File: config.mk
export PLATFORM = sky130hd
export DESIGN_NAME = p_s_converter
export DESIGN_NICKNAME = d
export VERILOG_FILES = /design/src/rtl/p_s_converter_pkg.sv /design/src/rtl/p_s_converter_frame_counter.sv /design/src/rtl/p_s_converter.sv
export SDC_FILE = /design/constraint.sdc
export NUM_CORES = 1
export LEC_CHECK = 0
export BUFFER_PORTS_ARGS = -buffer_cell sky130_fd_sc_hd__buf_2
export CORE_MARGIN = 5
export CORE_UTILIZATION = 45
export DETAILED_ROUTE_END_ITERATION = 8
export GPL_TIMING_DRIVEN = 0
export MAX_ROUTING_LAYER = met4
export PLACE_DENSITY = 0.77
export SETUP_SLACK_MARGIN = 0.4
export SYNTH_ARGS = -nofsm -noshare
export SYNTH_HDL_FRONTEND = slang
export SYNTH_SLANG_ARGS = --single-unit
export TNS_END_PERCENT = 100
File: constraint.sdc
create_clock -name CK -period 1.6 [get_ports CK]
set_input_delay 0.16 -clock CK [delete_from_list [all_inputs] [get_ports CK]]
set_output_delay 0.16 -clock CK [all_outputs]
set_load 0.01 [all_outputs]
File: src/rtl/p_s_converter_pkg.sv
// Shared types and helpers for the parallel-to-serial converter.
// Frame state is a single bit: each frame is either carrying a word or idle.
package p_s_converter_pkg;

  typedef enum logic {
    ST_IDLE = 1'b0,
    ST_DATA = 1'b1
  } frame_state_e;

  localparam logic [7:0] IDLE_CNT_MAX = 8'd255;

  function automatic logic [7:0] sat_inc8(input logic [7:0] v);
    return (v == IDLE_CNT_MAX) ? v : v + 8'd1;
  endfunction

endpackage

File: src/rtl/p_s_converter_frame_counter.sv
// Free-running bit counter that wraps every C_BITS cycles and marks frame edges.
// Reset parks it on the last slot so the first live edge is a frame boundary.
module frame_counter #(
  parameter  int C_BITS = 255,
  localparam int CW     = $clog2(C_BITS)
) (
  input  logic          CK,
  input  logic          RST,
  output logic [CW-1:0] bit_cnt,
  output logic          at_boundary,
  output logic          at_start
);

  localparam logic [CW-1:0] LAST = CW'(C_BITS - 1);

  logic [CW-1:0] r_bit_cnt;

  always_ff @(posedge CK) begin
    if (!RST) begin
      r_bit_cnt <= LAST;
    end else if (r_bit_cnt == LAST) begin
      r_bit_cnt <= '0;
    end else begin
      r_bit_cnt <= r_bit_cnt + CW'(1);
    end
  end

  assign bit_cnt     = r_bit_cnt;
  assign at_boundary = (r_bit_cnt == LAST);
  assign at_start    = (r_bit_cnt == '0);

endmodule

File: src/rtl/p_s_converter.sv
// Parallel-to-serial converter: shifts one C_BITS word out MSB first per fixed frame,
// emitting an idle frame whenever no word is offered at the frame boundary.
module p_s_converter
  import p_s_converter_pkg::*;
#(
  parameter  int   C_BITS   = 255,
  parameter  logic IDLE_BIT = 1'b0,
  localparam int   CW       = $clog2(C_BITS)
) (
  input  logic              CK,
  input  logic              RST,
  input  logic [C_BITS-1:0] DIN,
  input  logic              LOAD_VALID,
  output logic              LOAD_READY,
  output logic              SDO,
  output logic              FRAME_START,
  output logic              FRAME_VALID,
  output logic [7:0]        IDLE_CNT,
  output logic [CW-1:0]     o_dbg_bit_cnt,
  output frame_state_e      o_dbg_state
);

  // Handshake: a word transfers on a rising edge where LOAD_VALID and LOAD_READY are
  // both high. LOAD_READY is a pure state decode (the boundary slot), never a function
  // of LOAD_VALID; the source holds DIN/LOAD_VALID until it sees LOAD_READY.

  logic [C_BITS-1:0] r_sr;
  logic [7:0]        r_idle_cnt;
  frame_state_e      r_state;
  frame_state_e      w_state_nxt;
  logic [CW-1:0]     w_bit_cnt;
  logic              w_at_boundary;
  logic              w_at_start;

  frame_counter #(.C_BITS(C_BITS)) u_frame_counter (
    .CK          (CK),
    .RST         (RST),
    .bit_cnt     (w_bit_cnt),
    .at_boundary (w_at_boundary),
    .at_start    (w_at_start)
  );

  always_comb begin
    w_state_nxt = r_state;
    if (w_at_boundary) begin
      w_state_nxt = LOAD_VALID ? ST_DATA : ST_IDLE;
    end
  end

  always_ff @(posedge CK) begin
    if (!RST) begin
      r_state <= ST_IDLE;
    end else begin
      r_state <= w_state_nxt;
    end
  end

  always_ff @(posedge CK) begin
    if (!RST) begin
      r_sr       <= {C_BITS{IDLE_BIT}};
      r_idle_cnt <= '0;
    end else if (w_at_boundary) begin
      if (LOAD_VALID) begin
        r_sr <= DIN;
      end else begin
        r_sr       <= {C_BITS{IDLE_BIT}};
        r_idle_cnt <= sat_inc8(r_idle_cnt);
      end
    end else begin
      r_sr <= {r_sr[C_BITS-2:0], IDLE_BIT};
    end
  end

  assign SDO           = r_sr[C_BITS-1];
  assign LOAD_READY    = w_at_boundary;
  assign FRAME_START   = w_at_start;
  assign FRAME_VALID   = (r_state == ST_DATA);
  assign IDLE_CNT      = r_idle_cnt;
  assign o_dbg_bit_cnt = w_bit_cnt;
  assign o_dbg_state   = r_state;

endmodule

== Word level (Yosys, flattened, before mapping) ==
Index checks and enable logic that the tools add are counted.
Word-level totals
  word-level logic and storage cells: 21
  input bits: 258
  register bits after elaboration: 272
  output and inout bits: 21
Cells by class
  add/subtract/negate cells: 2
  equality and inequality tests: 2
  reduce and logical (&&, ||, !) cells: 4
  bitwise logic cells: 3
  mux-type cells: 4
Operators with widths (number)
  $mux W255: 2
  $add A8 B1 Y8 const B: 2
  $eq A8 B8 Y1 const B: 2
  $logic_not A8 Y1: 1
  $mux W8: 1
  $reduce_and A3 Y1: 2
  $not A1 Y1: 3
  $reduce_or A2 Y1: 1
  $mux W1: 1

== Logic depth before layout (Yosys ltp) ==
  depth after elaboration: 3
  gate-level depth with buffers: 9
  mapped depth without buffers: 6

== Hierarchy ==
Synthesis repeated with hierarchy kept, for this count alone.
Unflattened totals
  cell total of the unflattened synthesis: 663
  area, all modules: 8762.2 um^2
Modules (own cells, without submodules)
  p_s_converter: times used 1, cells an instance 618, area an instance 8363.0 um^2, sequential area each 5285.1 um^2
  frame_counter: times used 1, cells an instance 45, area an instance 399.1 um^2, sequential area each 160.2 um^2

== Worst setup path after synthesis ==
Ideal clock, no wire load.
  path type: flip-flop to flip-flop
  from: register u_frame_counter.r_bit_cnt[0] (netlist: u_frame_counter.bit_cnt[0])
  to: register r_sr[100]
  setup time: 0.117 ns
  buffers on the path: 3
  data required time: 1.483 ns
  clock period less this slack: 1.830 ns
  slack: -0.230 ns
  arrival time: 1.714 ns
  stages on the path, launching flop included: 10
  cell sequence: dfxtp_1 > inv_1 > ha_1 > nand3_1 > nor2_4 > and3_1 > buf_4 > buf_6 > buf_6 > a22o_1
Between the ends
  cells in the longest elaborated chain, start to end: 2
RTL lines
  from (decl): RTL line p_s_converter_frame_counter.sv:16  | logic [CW-1:0] r_bit_cnt;
  from (signal assigned): RTL line p_s_converter_frame_counter.sv:24  | r_bit_cnt <= r_bit_cnt + CW'(1);
  $eq A8 B8 Y1: RTL line p_s_converter_frame_counter.sv:29  | assign at_boundary = (r_bit_cnt == LAST);
  via LOAD_READY: RTL line p_s_converter.sv:14  | output logic LOAD_READY,
  $mux W255: RTL line p_s_converter.sv:62  | end else if (w_at_boundary) begin
  to (signal assigned): RTL line p_s_converter.sv:60  | r_sr <= {C_BITS{IDLE_BIT}};
  to (signal assigned): RTL line p_s_converter.sv:66  | r_sr <= {C_BITS{IDLE_BIT}};
  to (signal assigned): RTL line p_s_converter.sv:70  | r_sr <= {r_sr[C_BITS-2:0], IDLE_BIT};
  to (decl): RTL line p_s_converter.sv:27  | logic [C_BITS-1:0] r_sr;
The timed path passes the listed nets, and every way through them passes these cells.
A chain may end at the register's enable or synchronous reset.

== Final worst setup path ==
  from: register u_frame_counter.r_bit_cnt[0] (netlist: u_frame_counter.bit_cnt[0])
  to: output port FRAME_START
Between the ends
  cells in the longest elaborated chain, start to end: 1
RTL lines
  $logic_not A8 Y1: RTL line p_s_converter_frame_counter.sv:30  | assign at_start = (r_bit_cnt == '0);
  to (decl): RTL line p_s_converter.sv:16  | output logic FRAME_START,
Every way passes these cells.

==> PnR_summary.wiki <==
{| class="wikitable"
! Metric !! Value
|-
| Total setup violations reported at the end of the flow || 269
|-
| Hold Slack || 0.05911 ns
|-
| Vias per cell || 5.370
|-
| Worst endpoint required time || 1.44 ns
|-
| Final Critical Period || 2.035 ns
|-
| Transition at the pin with the smallest max-transition slack || 0.4588 ns
|-
| Kind of start point of the critical path || register
|-
| Yosys warning total || 0
|-
| Worst vdd ir || 0.001132 V
|-
| Static leakage || 7.184 nW
|-
| Post-synthesis instance total || 663
|-
| Syn nets || 925
|-
| GPL Wtd Cong || 0.8035
|-
| Post-placement setup slack || -0.1968 ns
|-
| Die Y || 149.8 µm
|-
| Antenna violations before repair || 4
|-
| Crit Path Class || register to output port
|-
| Worst setup slack for register-to-register paths || -0.40 ns
|-
| Final routed DRC violation total || 0
|-
| Number of CTS-inserted buffers || 27
|-
| Proportion of synthesized chip area in sequential cells || 61.89%
|-
| Count of final hold-check violations || 0
|-
| Starting density of the core || 45.51%
|-
| Top FF cell, synth || sky130_fd_sc_hd__dfxtp_1
|-
| Area share of the largest cell type after synthesis || 61.89%
|-
| Share of synthesized registers carrying an async set or reset || 0%
|-
| I/O pins || 279
|-
| Hold path start || LOAD_VALID
|-
| Top cells by count, synth || sky130_fd_sc_hd__dfxtp_1, sky130_fd_sc_hd__a22o_1, sky130_fd_sc_hd__buf_6
|-
| Root buffer selected by CTS || sky130_fd_sc_hd__clkbuf_16
|-
| Pin count of the biggest net entering global routing || 14
|-
| Post-synth cell types || 38
|-
| Share of cells above drive strength 1 || 36.59%
|-
| Power per standard cell area || 1374 nW/µm²
|-
| CTS H-tree lvls || 1
|-
| Library cell with the highest instance count after synthesis || sky130_fd_sc_hd__dfxtp_1
|-
| Number of global-route vias before repair || 9667
|-
| Number of standard-cell rows in the floorplan || 51
|-
| Number of register bits inferred by synthesis || 272
|-
| Worst setup path startpoint || u_frame_counter.bit_cnt[0]$_SDFF_PP0_
|-
| Overflow left after global routing || 0
|-
| Post-DP Area || 10640 µm²
|-
| Cell area after technology mapping || 8798 µm²
|-
| Final period utilization || 127.2%
|-
| DIE AREA || 22450 µm²
|-
| Half-perimeter wire length after placement || 15130 µm
|-
| Violated checks || setup timing
|-
| Startpoint of the lowest-slack register-to-register path || u_frame_counter.bit_cnt[0]$_SDFF_PP0_
|-
| WP data arrival || 1.87 ns
|-
| Summed negative setup slack over all endpoints || -80.66 ns
|-
| Clock tree from TritonCTS || built
|-
| Max-cap violations || 0
|-
| Relative max-transition margin || 69.41%
|-
| Port Buffers || 277
|-
| Unrepaired setup endpoints after global routing || true
|-
| Max-slew violation count || 0
|-
| Category of the worst setup path capture point || output port
|-
| Setup slack of the critical path after layout || -0.4347 ns
|-
| Number of nets in the layout || 1563
|-
| Total chip power || 0.02204 W
|-
| Syn_area_per_cell || 13.27 µm²
|-
| Cell type with the highest aggregate area in the netlist || sky130_fd_sc_hd__dfxtp_1
|-
| Global routing usage summed across all routing layers || 31.90%
|-
| Outcome || complete, but fails checks
|-
| Insertion delay to the later sink of the worst-skew pair || 0.52 ns
|-
| Iteration count of the initial detailed-routing pass || 4
|-
| Reg clk slew, reported paths || 0.06 ns
|-
| Final WL || 36140 µm
|-
| Core Area || 19330 µm²
|-
| Die Span X || 149.8 µm
|-
| Hold WC Path Type || primary input to register
|-
| Remaining antenna violation count after routing || 0
|-
| Routed length per instance || 22.72 µm
|-
| Worst clock skew || 0.01438 ns
|-
| Final instance area || 16040 µm²
|-
| Maximum fanout along the worst path || 2
|-
| Bufs on Longest Clock Path || 3
|-
| Initial drt markers || 499
|-
| Wire length of the first global-routing pass || 54090 µm
|-
| Vias after detailed routing || 8544
|-
| P&R area growth vs syn || 82.29%
|-
| F_max || 491.5 MHz
|-
| Number of synthesized flops with an enable pin || 0
|-
| Clock sinks || 272
|-
| Top post-synthesis cells by area || sky130_fd_sc_hd__dfxtp_1, sky130_fd_sc_hd__a22o_1, sky130_fd_sc_hd__buf_6, sky130_fd_sc_hd__ha_1, sky130_fd_sc_hd__nand2_1
|}
state kept, by name (all words and copies together) (netlist names):
register,cells
FRAME_VALID,1
IDLE_CNT,8
r_sr,255
u_frame_counter.bit_cnt,8
timing repair:
action,in CTS,in global routing
setup buffers,21,11
setup endpoints to repair,282,291
hold endpoints to repair,255,0
pin swaps,31,22
hold buffers,255,0
resized for setup,110,10
cloned,45,0
power by group:
| group | leakage, nW | internal [W] | switching (W) |
|---|---|---|---|
| clock network | 0.421 | 0.00354 | 0.00269 |
| registers | 2.21 | 0.00792 | 0.000581 |
| logic | 4.56 | 0.00458 | 0.00273 |
worst max-delay path, cell delays in order, from the launching register on:
cell	delay, ns
sky130_fd_sc_hd__dfxtp_4	0.35
sky130_fd_sc_hd__inv_4	0.08
sky130_fd_sc_hd__ha_4	0.12
sky130_fd_sc_hd__or4b_4	0.47
sky130_fd_sc_hd__nor4_4	0.16
sky130_fd_sc_hd__buf_2	0.18
logic make-up (layout without fill, tap and decap cells):
logic type	after synthesis	after routing	share of synthesized area (%)
muxes	3	3	0.3555
AOI/OAI and AO/OA	272	272	26.71
xor gates and xnor gates	4	4	0.3983
other	0	6	0
and+or+nand+nor	42	42	2.830
buffers and inverters	66	723	7.253
DFF	272	272	61.89
adders and majority gates	4	4	0.5689
path summary, 6_finish.rpt:
path	end	cells past startpoint
min	IDLE_CNT[3]$_SDFFE_PN0P_	3
min reg2reg	r_sr[65]$_SDFF_PN0_	1
max	FRAME_START	5
max reg2reg	r_sr[29]$_SDFF_PN0_	11
cells in the final DEF, fill, tap and decap left out, drive strengths merged, types with 2 or more instances in the layout:
cell         count
xor2             2
diode            6
nor3             3
nand3            5
nor2             5
and2             3
dfxtp          272
inv              5
a21o             3
nor2b            2
nand4            5
o21ai            8
a22o           254
nand2           10
dlygate4sd3    255
mux2i            2
clkinv           4
buf            387
bufbuf          24
clkbuf          48
ha               4
xnor2            2
and3             4
area by class of cell:
cell class,instances,area [µm²]
repair buffers,609,5620
plain buffers,61,879.6
inverters,5,23.77
well taps,265,331.6
clock inverters,4,20.02
clock buffers,44,832.0
multi-input cells,325,2838
diodes,6,15.01
flip-flops and latches,272,5479
fillers,883,3296
layer usage:
layer  routed length (µm)  vias to the layer above  global-route usage, %
li1                     -                     3842                      -
met1                13330                     4137                  34.52
met2                19110                      439                  57.85
met3                 2013                      126                  5.088
met4                 1696                        0                  13.49
met5                    0                        -                      -
stage by stage:
stage | utilization (%) | std cells
after floorplan | - | 663
after global placement | 55.02 | 1205
after detailed placement | 55.02 | 1205
after CTS | 82.17 | 1574
after global routing | 82.93 | 1589
final | 82.95 | 1591
Power figures use the tool's default switching activity.
